[config.mk]
export PLATFORM = sky130hd
export DESIGN_NAME = unary_kernel_window_ctrl_flat
export DESIGN_NICKNAME = d
export VERILOG_FILES = /design/src/rtl/unary_kernel_window_ctrl_pkg.sv /design/src/rtl/unary_kernel_window_ctrl_if.sv /design/src/rtl/unary_sng_bitrev.sv /design/src/rtl/unary_kernel_window_ctrl.sv /design/src/flat_wrapper.sv
export SDC_FILE = /design/constraint.sdc
export NUM_CORES = 1
export LEC_CHECK = 0
export BUFFER_PORTS_ARGS = -buffer_cell sky130_fd_sc_hd__buf_2
export CAP_MARGIN = 30
export CORE_UTILIZATION = 45
export DETAILED_ROUTE_END_ITERATION = 6
export HOLD_SLACK_MARGIN = 0.06
export PLACE_DENSITY = 0.66
export SETUP_SLACK_MARGIN = 0.1
export SLEW_MARGIN = 30
export SYNTH_ARGS = -nofsm -noshare
export SYNTH_HDL_FRONTEND = slang
export SYNTH_SLANG_ARGS = --single-unit
export TNS_END_PERCENT = 100
[constraint.sdc]
create_clock -name clk -period 2.2 [get_ports clk]
set_clock_uncertainty 0.05 [all_clocks]
set_input_delay 0.33 -clock clk [delete_from_list [all_inputs] [get_ports clk]]
set_output_delay 0.33 -clock clk [all_outputs]
set_load 0.05 [all_outputs]
[src/rtl/unary_kernel_window_ctrl_pkg.sv]
// Shared types and helpers for the unary kernel window controller:
// FSM state encoding and the bit-reversal used by the bitstream generator.
package unary_ctrl_pkg;

  localparam int BITREV_MAXW = 16;
  localparam int BITREV_IW   = 4;

  typedef enum logic [2:0] {
    IDLE = 3'd0,
    CLR  = 3'd1,
    WARM = 3'd2,
    RUN  = 3'd3,
    DONE = 3'd4
  } state_t;

  // Reverses the low w bits of v; bits at and above w come back as zero.
  function automatic logic [BITREV_MAXW-1:0] bitrev(input logic [BITREV_MAXW-1:0] v, input int w);
    logic [BITREV_MAXW-1:0] r;
    r = '0;
    for (int i = 0; i < BITREV_MAXW; i++) begin
      if (i < w) begin
        r[i] = v[BITREV_IW'(w - 1 - i)];
      end else begin
        r[i] = 1'b0;
      end
    end
    return r;
  endfunction

endpackage

[src/rtl/unary_kernel_window_ctrl_if.sv]
// Operand/result handshake plus kernel-side signals of the window controller.
// slave is the controller's view, master is the surrounding datapath/kernel view.
interface unary_kernel_window_ctrl_if #(parameter int WIDTH = 4);

  logic             in_valid;
  logic             in_ready;
  logic [WIDTH-1:0] in_data;
  logic             out_valid;
  logic             out_ready;
  logic [WIDTH:0]   out_data;
  logic             k_rst_n;
  logic             k_in;
  logic             k_out;
  logic             busy;

  modport master (
    output in_valid, in_data, out_ready, k_out,
    input  in_ready, out_valid, out_data, k_rst_n, k_in, busy
  );

  modport slave (
    input  in_valid, in_data, out_ready, k_out,
    output in_ready, out_valid, out_data, k_rst_n, k_in, busy
  );

endinterface

[src/rtl/unary_sng_bitrev.sv]
// Window counter and bit-reversed comparator stochastic number generator.
// Over any 2^WIDTH consecutive counts k_in is high for exactly opnd cycles.
module unary_sng_bitrev
  import unary_ctrl_pkg::*;
#(
  parameter int WIDTH = 4
) (
  input  logic             clk,
  input  logic             rst_n,
  input  logic             clr,
  input  logic             en,
  input  logic             gen,
  input  logic [WIDTH-1:0] opnd,
  output logic [WIDTH-1:0] cnt,
  output logic             k_in
);

  logic [WIDTH-1:0]       cnt_r;
  logic [BITREV_MAXW-1:0] rev_s;

  // Window counter: clear has priority, wraps naturally at 2^WIDTH
  always_ff @(posedge clk or negedge rst_n) begin
    if (!rst_n) begin
      cnt_r <= '0;
    end else if (clr) begin
      cnt_r <= '0;
    end else if (en) begin
      cnt_r <= cnt_r + {{(WIDTH-1){1'b0}}, 1'b1};
    end else begin
      cnt_r <= cnt_r;
    end
  end

  // Upper bits of rev_s are zero, so a full-width compare equals the WIDTH-bit one
  assign rev_s = bitrev(BITREV_MAXW'(cnt_r), WIDTH);
  assign cnt   = cnt_r;
  assign k_in  = gen & (rev_s < BITREV_MAXW'(opnd));

endmodule

[src/rtl/unary_kernel_window_ctrl.sv]
// Sequences a single-input unary kernel: clear, optional warm-up, then counts
// kernel output ones over a 2^WIDTH-cycle window and returns the count.
module unary_kernel_window_ctrl
  import unary_ctrl_pkg::*;
#(
  parameter int WIDTH  = 4,
  parameter int WARMUP = 0
) (
  input logic                        clk,
  input logic                        rst_n,
  unary_kernel_window_ctrl_if.slave  bus
);

  localparam logic [WIDTH-1:0] CNT_LAST  = {WIDTH{1'b1}};
  localparam logic [WIDTH-1:0] WARM_LAST = WIDTH'((WARMUP > 0) ? (WARMUP - 1) : 0);
  localparam bit               HAS_WARM  = (WARMUP > 0);

  state_t           state_r;
  state_t           state_s;
  logic [WIDTH-1:0] opnd_r;
  logic [WIDTH:0]   ones_r;
  logic [WIDTH:0]   ones_inc_s;
  logic [WIDTH:0]   out_data_r;
  logic             out_valid_r;
  logic             in_ready_r;
  logic             busy_r;
  logic             k_rst_n_r;
  logic [WIDTH-1:0] cnt_s;
  logic             k_in_s;
  logic             cnt_clr_s;
  logic             cnt_en_s;
  logic             gen_s;
  logic             accept_s;
  logic             finish_s;
  logic             in_ready_d;
  logic             busy_d;
  logic             k_rst_n_d;

  // State register
  always_ff @(posedge clk or negedge rst_n) begin
    if (!rst_n) begin
      state_r <= IDLE;
    end else begin
      state_r <= state_s;
    end
  end

  // Next-state logic
  always_comb begin
    state_s = state_r;
    case (state_r)
      IDLE:    if (bus.in_valid) state_s = CLR;  else state_s = IDLE;
      CLR:     if (HAS_WARM)     state_s = WARM; else state_s = RUN;
      WARM:    if (cnt_s == WARM_LAST) state_s = RUN;  else state_s = WARM;
      RUN:     if (cnt_s == CNT_LAST)  state_s = DONE; else state_s = RUN;
      DONE:    if (bus.out_ready) state_s = IDLE; else state_s = DONE;
      default: state_s = IDLE;
    endcase
  end

  // Output decode; handshake/kernel-reset values are precomputed from the next state
  always_comb begin
    cnt_clr_s = 1'b0;
    cnt_en_s  = 1'b0;
    gen_s     = 1'b0;
    accept_s  = 1'b0;
    finish_s  = 1'b0;
    case (state_r)
      IDLE: accept_s = bus.in_valid;
      CLR:  cnt_clr_s = 1'b1;
      WARM: begin
        gen_s = 1'b1;
        if (cnt_s == WARM_LAST) cnt_clr_s = 1'b1; else cnt_en_s = 1'b1;
      end
      RUN: begin
        gen_s    = 1'b1;
        cnt_en_s = 1'b1;
        finish_s = (cnt_s == CNT_LAST);
      end
      DONE:    cnt_clr_s = 1'b0;
      default: cnt_clr_s = 1'b0;
    endcase
    in_ready_d = (state_s == IDLE);
    busy_d     = (state_s == CLR) || (state_s == WARM) || (state_s == RUN);
    k_rst_n_d  = (state_s == WARM) || (state_s == RUN);
  end

  assign ones_inc_s = ones_r + {{WIDTH{1'b0}}, bus.k_out};

  // Operand, ones accumulator and handshake registers
  always_ff @(posedge clk or negedge rst_n) begin
    if (!rst_n) begin
      opnd_r      <= '0;
      ones_r      <= '0;
      out_data_r  <= '0;
      out_valid_r <= 1'b0;
      in_ready_r  <= 1'b1;
      busy_r      <= 1'b0;
      k_rst_n_r   <= 1'b0;
    end else begin
      in_ready_r <= in_ready_d;
      busy_r     <= busy_d;
      k_rst_n_r  <= k_rst_n_d;
      if (accept_s) opnd_r <= bus.in_data;
      if (state_r == CLR) begin
        ones_r <= '0;
      end else if (state_r == RUN) begin
        ones_r <= ones_inc_s;
      end
      // Last window cycle's k_out is folded straight into the result
      if (finish_s) begin
        out_valid_r <= 1'b1;
        out_data_r  <= ones_inc_s;
      end else if ((state_r == DONE) && bus.out_ready) begin
        out_valid_r <= 1'b0;
      end
    end
  end

  unary_sng_bitrev #(.WIDTH(WIDTH)) u_sng (
    .clk   (clk),
    .rst_n (rst_n),
    .clr   (cnt_clr_s),
    .en    (cnt_en_s),
    .gen   (gen_s),
    .opnd  (opnd_r),
    .cnt   (cnt_s),
    .k_in  (k_in_s)
  );

  assign bus.in_ready  = in_ready_r;
  assign bus.out_valid = out_valid_r;
  assign bus.out_data  = out_data_r;
  assign bus.k_rst_n   = k_rst_n_r;
  assign bus.k_in      = k_in_s;
  assign bus.busy      = busy_r;

endmodule

[src/flat_wrapper.sv]
// flat-port wrapper written by rule: the top's interface ports become plain ports
module unary_kernel_window_ctrl_flat import unary_ctrl_pkg::*;
#(
  parameter int WIDTH  = 4,
  parameter int WARMUP = 0
)
  (clk, rst_n, bus_in_valid, bus_in_data, bus_out_ready, bus_k_out, bus_in_ready, bus_out_valid, bus_out_data, bus_k_rst_n, bus_k_in, bus_busy);
  unary_kernel_window_ctrl_if #(.WIDTH(WIDTH)) bus_i ();
  input logic clk;
  input logic rst_n;
  input wire logic [$bits(bus_i.in_valid)-1:0] bus_in_valid;
  input wire logic [$bits(bus_i.in_data)-1:0] bus_in_data;
  input wire logic [$bits(bus_i.out_ready)-1:0] bus_out_ready;
  input wire logic [$bits(bus_i.k_out)-1:0] bus_k_out;
  output wire logic [$bits(bus_i.in_ready)-1:0] bus_in_ready;
  output wire logic [$bits(bus_i.out_valid)-1:0] bus_out_valid;
  output wire logic [$bits(bus_i.out_data)-1:0] bus_out_data;
  output wire logic [$bits(bus_i.k_rst_n)-1:0] bus_k_rst_n;
  output wire logic [$bits(bus_i.k_in)-1:0] bus_k_in;
  output wire logic [$bits(bus_i.busy)-1:0] bus_busy;
  assign bus_i.in_valid = bus_in_valid;
  assign bus_i.in_data = bus_in_data;
  assign bus_i.out_ready = bus_out_ready;
  assign bus_i.k_out = bus_k_out;
  assign bus_in_ready = bus_i.in_ready;
  assign bus_out_valid = bus_i.out_valid;
  assign bus_out_data = bus_i.out_data;
  assign bus_k_rst_n = bus_i.k_rst_n;
  assign bus_k_in = bus_i.k_in;
  assign bus_busy = bus_i.busy;
  unary_kernel_window_ctrl #(.WIDTH(WIDTH), .WARMUP(WARMUP)) u_core (.clk(clk), .rst_n(rst_n), .bus(bus_i));
endmodule
==> results.toml <==
[route]
drtPass1Iterations = 3
wl_um = 2370
wl_per_cell_um = 14.3
vias = 907
first_iter_violations = 18
drtAntennaViolNets = 0
drcViolationCount = 0
viasPerCell = 5.46

[timing]
hold_viol = 0
slew_violations = 0
max_slew.worst_pin.slew_ns = 0.674
rsz0062_at_grt = "no"
fmax_mhz = 499
setup_violations = 0
post-route-min-period_ns = 2.01
relSlewSlack_pct = 55.1
period_share_pct = 91.2
setup_slack_ns = 0.194
setup_tns_ns = 0

[worst_setup_path]
critPathLaunchType = "register"
criticalPathCategory = "register to primary output"
crit_required_ns = 1.82
worstRegToRegCells = 4
reg2reg_slack_ns = 0.44
r2r-start = "u_core.u_sng.cnt[1]"
cp-end-kind = "primary output"
crit_start = "u_core.u_sng.cnt[2]"
crit_arrival_ns = 1.63
worstPathMaxFanout = 3
crit_end = "bus_k_in"
rr_endpoint = "u_core.bus.out_data[0]"

[yosys]
synthArstFlopShare_pct = 100
synth_top_cell_by_area = "dfrtp_1"
synth_fp_nets = 131
ys_seq_area_share_pct = 48.8
synthFlopType = "dfrtp_1"
synth-compound-area-share_pct = 14.2
synth_cells = 115
synthAdderAreaFrac_pct = 6.82
synthMuxAreaShare_pct = 6.13
ys_warn_count = 0
synth_simple_gate_area_share_pct = 17.9
yosys.area_share.xor_xnor_pct = 1.36
synth_area_leaders = "dfrtp_1 (47%), ha_1 (6.8%), mux2_2 (6.1%)"
netlist_area_mm2 = 0.00128
synth_top_area_share_pct = 46.7
synth.distinct_cells = 34
synth_edf_count = 0
ys_ff_latch = 25
synth_top_family_by_area = "simple AND/OR/NAND/NOR gates"
synth_area_per_cell_um2 = 11.2

[floorplanning]
fp.dieH_um = 55.4
fp.dieW_um = 55.4
ios = 19
core_mm2 = 0.00273
start_util_pct = 47.0
dieArea_mm2 = 0.00307
num_rows = 19

[placement]
gp_congestion = 0.766
io_buffer_count = 18
place_area_mm2 = 0.00139
pre_cts_slack_ns = 0.434
hpwl_um = 1730
dp_cells = 160

[pwr]
leakagePower_nw = 0.669
power_density_mw_per_mm2 = 1510
switchingPower_mw = 1.00
p_total_mw = 2.17
peakVddDrop_v = 0.00104
p_clk_share_pct = 9.3
p_seq_share_pct = 37.7
power_frac_comb_pct = 52.9
internal_power_mw = 1.16
p_sw_share_pct = 46.3

[layout]
nets = 152
diodes = 0
ff_latch_area_um2 = 628
layout_commonest_cell = "dfrtp_1"
syn_to_final_growth_pct = 11.6
postLayoutCellArea_mm2 = 0.00143
fillers = 264
drive_above_1_share_pct = 28.9
multi_input_area_um2 = 597
final_cell_mix = "dfrtp_1 (23), buf_2 (17), nand2_1 (10), o21ai_0 (8)"
final_cells = 166

[hold_path]
hp-class = "input port to register"

[global_route]
grt_antenna_before_repair = 0
grt_max_degree = 26
grt_pass1_vias = 866
gr-total-overflow = 0
grt_pass1_wl_um = 4260
grt_usage_pct = 17.5

[clocking]
clock_latency_ns = 0.31
htree_levels = 1
numClockSinks = 25
clk_pin_slew_ns = 0.13
cts_tree = "done"
cts_buffers = 3
clockBufferDepth = 2
cts-root-buf = "clkbuf_4"

[job]
max_cap_violations = 0

[outcome]
outcome = "finished clean"
[power groups by stage]
stage | clock network [mW] | logic, mW | registers [mW]
after floorplan | 0 | 0.719 | 0.978
after global placement | 0 | 1.09 | 0.825
after detailed placement | 0 | 1.12 | 0.834
after CTS | 0.210 | 1.14 | 0.823
after global routing | 0.230 | 1.28 | 0.847
final | 0.202 | 1.15 | 0.817
[kinds of logic after synthesis]
| kind of cell | after synthesis |
|---|---|
| compound gates | 25 |
| xor+xnor | 2 |
| fa+ha+maj | 7 |
| buf+inv | 12 |
| flops | 25 |
| mux | 7 |
| simple gates | 37 |
[Yosys cell counts, types with 2 or more instances]
master and instances:
ha_1 7, or3_1 3, xor2_1 2, dfrtp_1 24
buf_4 2, nand2b_1 5, nor2_1 2, o21ai_0 8
nand2_1 10, nor3b_1 2, a21oi_1 2, and3_1 4
a22o_1 3, mux2_2 7, nand3_1 5, inv_1 7
a31o_2 2, a31oi_1 4
[metrics by stage]
| stage | utilization (%) | hold WS [ns] |
|---|---|---|
| floorplan | - | -0.0156 |
| global placement | 50.7 | 0.304 |
| detailed placement | 50.7 | 0.304 |
| CTS | 52.1 | 0.154 |
| global route | 52.4 | 0.169 |
| finish | 52.4 | 0.162 |
[timing repair]
| item | in CTS | in global routing |
|---|---|---|
| hold buffers | 1 | 0 |
| setup buffers | 0 | 1 |
| endpoints found under the setup margin | 1 | 1 |
| endpoints found under the hold margin | 24 | 0 |
| resized for setup | 1 | 1 |
[state kept, by name (all words and copies together), names as in the netlist]
signal                flops
u_core.bus.out_data       5
u_core.ones_r             5
u_core.opnd_r             4
u_core.u_sng.cnt          4
u_core.state_r            3
u_core.bus.busy           1
u_core.bus.in_ready       1
u_core.bus.k_rst_n        1
u_core.bus.out_valid      1
[per-layer routing]
| layer | routed length [µm] | GRT usage, % |
|---|---|---|
| met3 | 54 | 2.34 |
| met1 | 1170 | 25.8 |
| met4 | 30 | 5.36 |
| met5 | 0 | 0 |
| met2 | 1110 | 26.9 |
[critical path, cell delays in order, from the launching register on]
cell	delay, ns
dfrtp_2	0.44
ha_1	0.29
a211oi_1	0.20
o211a_1	0.19
buf_4	0.19
[worst min-delay path by stage]
stage | startpoint | endpoint | slack (ns) | cells after the start
2_1_floorplan | rst_n | u_core.bus.busy | -0.02 | 0
3_3_place_gp | rst_n | u_core.ones_r[4] | 0.30 | 1
3_5_place_dp | rst_n | u_core.ones_r[4] | 0.30 | 1
4_1_cts | bus_in_data[1] | u_core.opnd_r[1] | 0.15 | 3
5_1_grt | bus_in_data[3] | u_core.opnd_r[3] | 0.17 | 3
6_report | bus_in_data[1] | u_core.opnd_r[1] | 0.16 | 3
[layout make-up]
cell class / count / area share [%]
multi-input combinational: 78 / 41.6
timing repair buffer: 21 / 8.20
tap: 31 / 2.71
sequential: 25 / 43.8
inverter: 7 / 1.83
clock buffer: 4 / 1.83
Power figures use the tool's default switching activity.
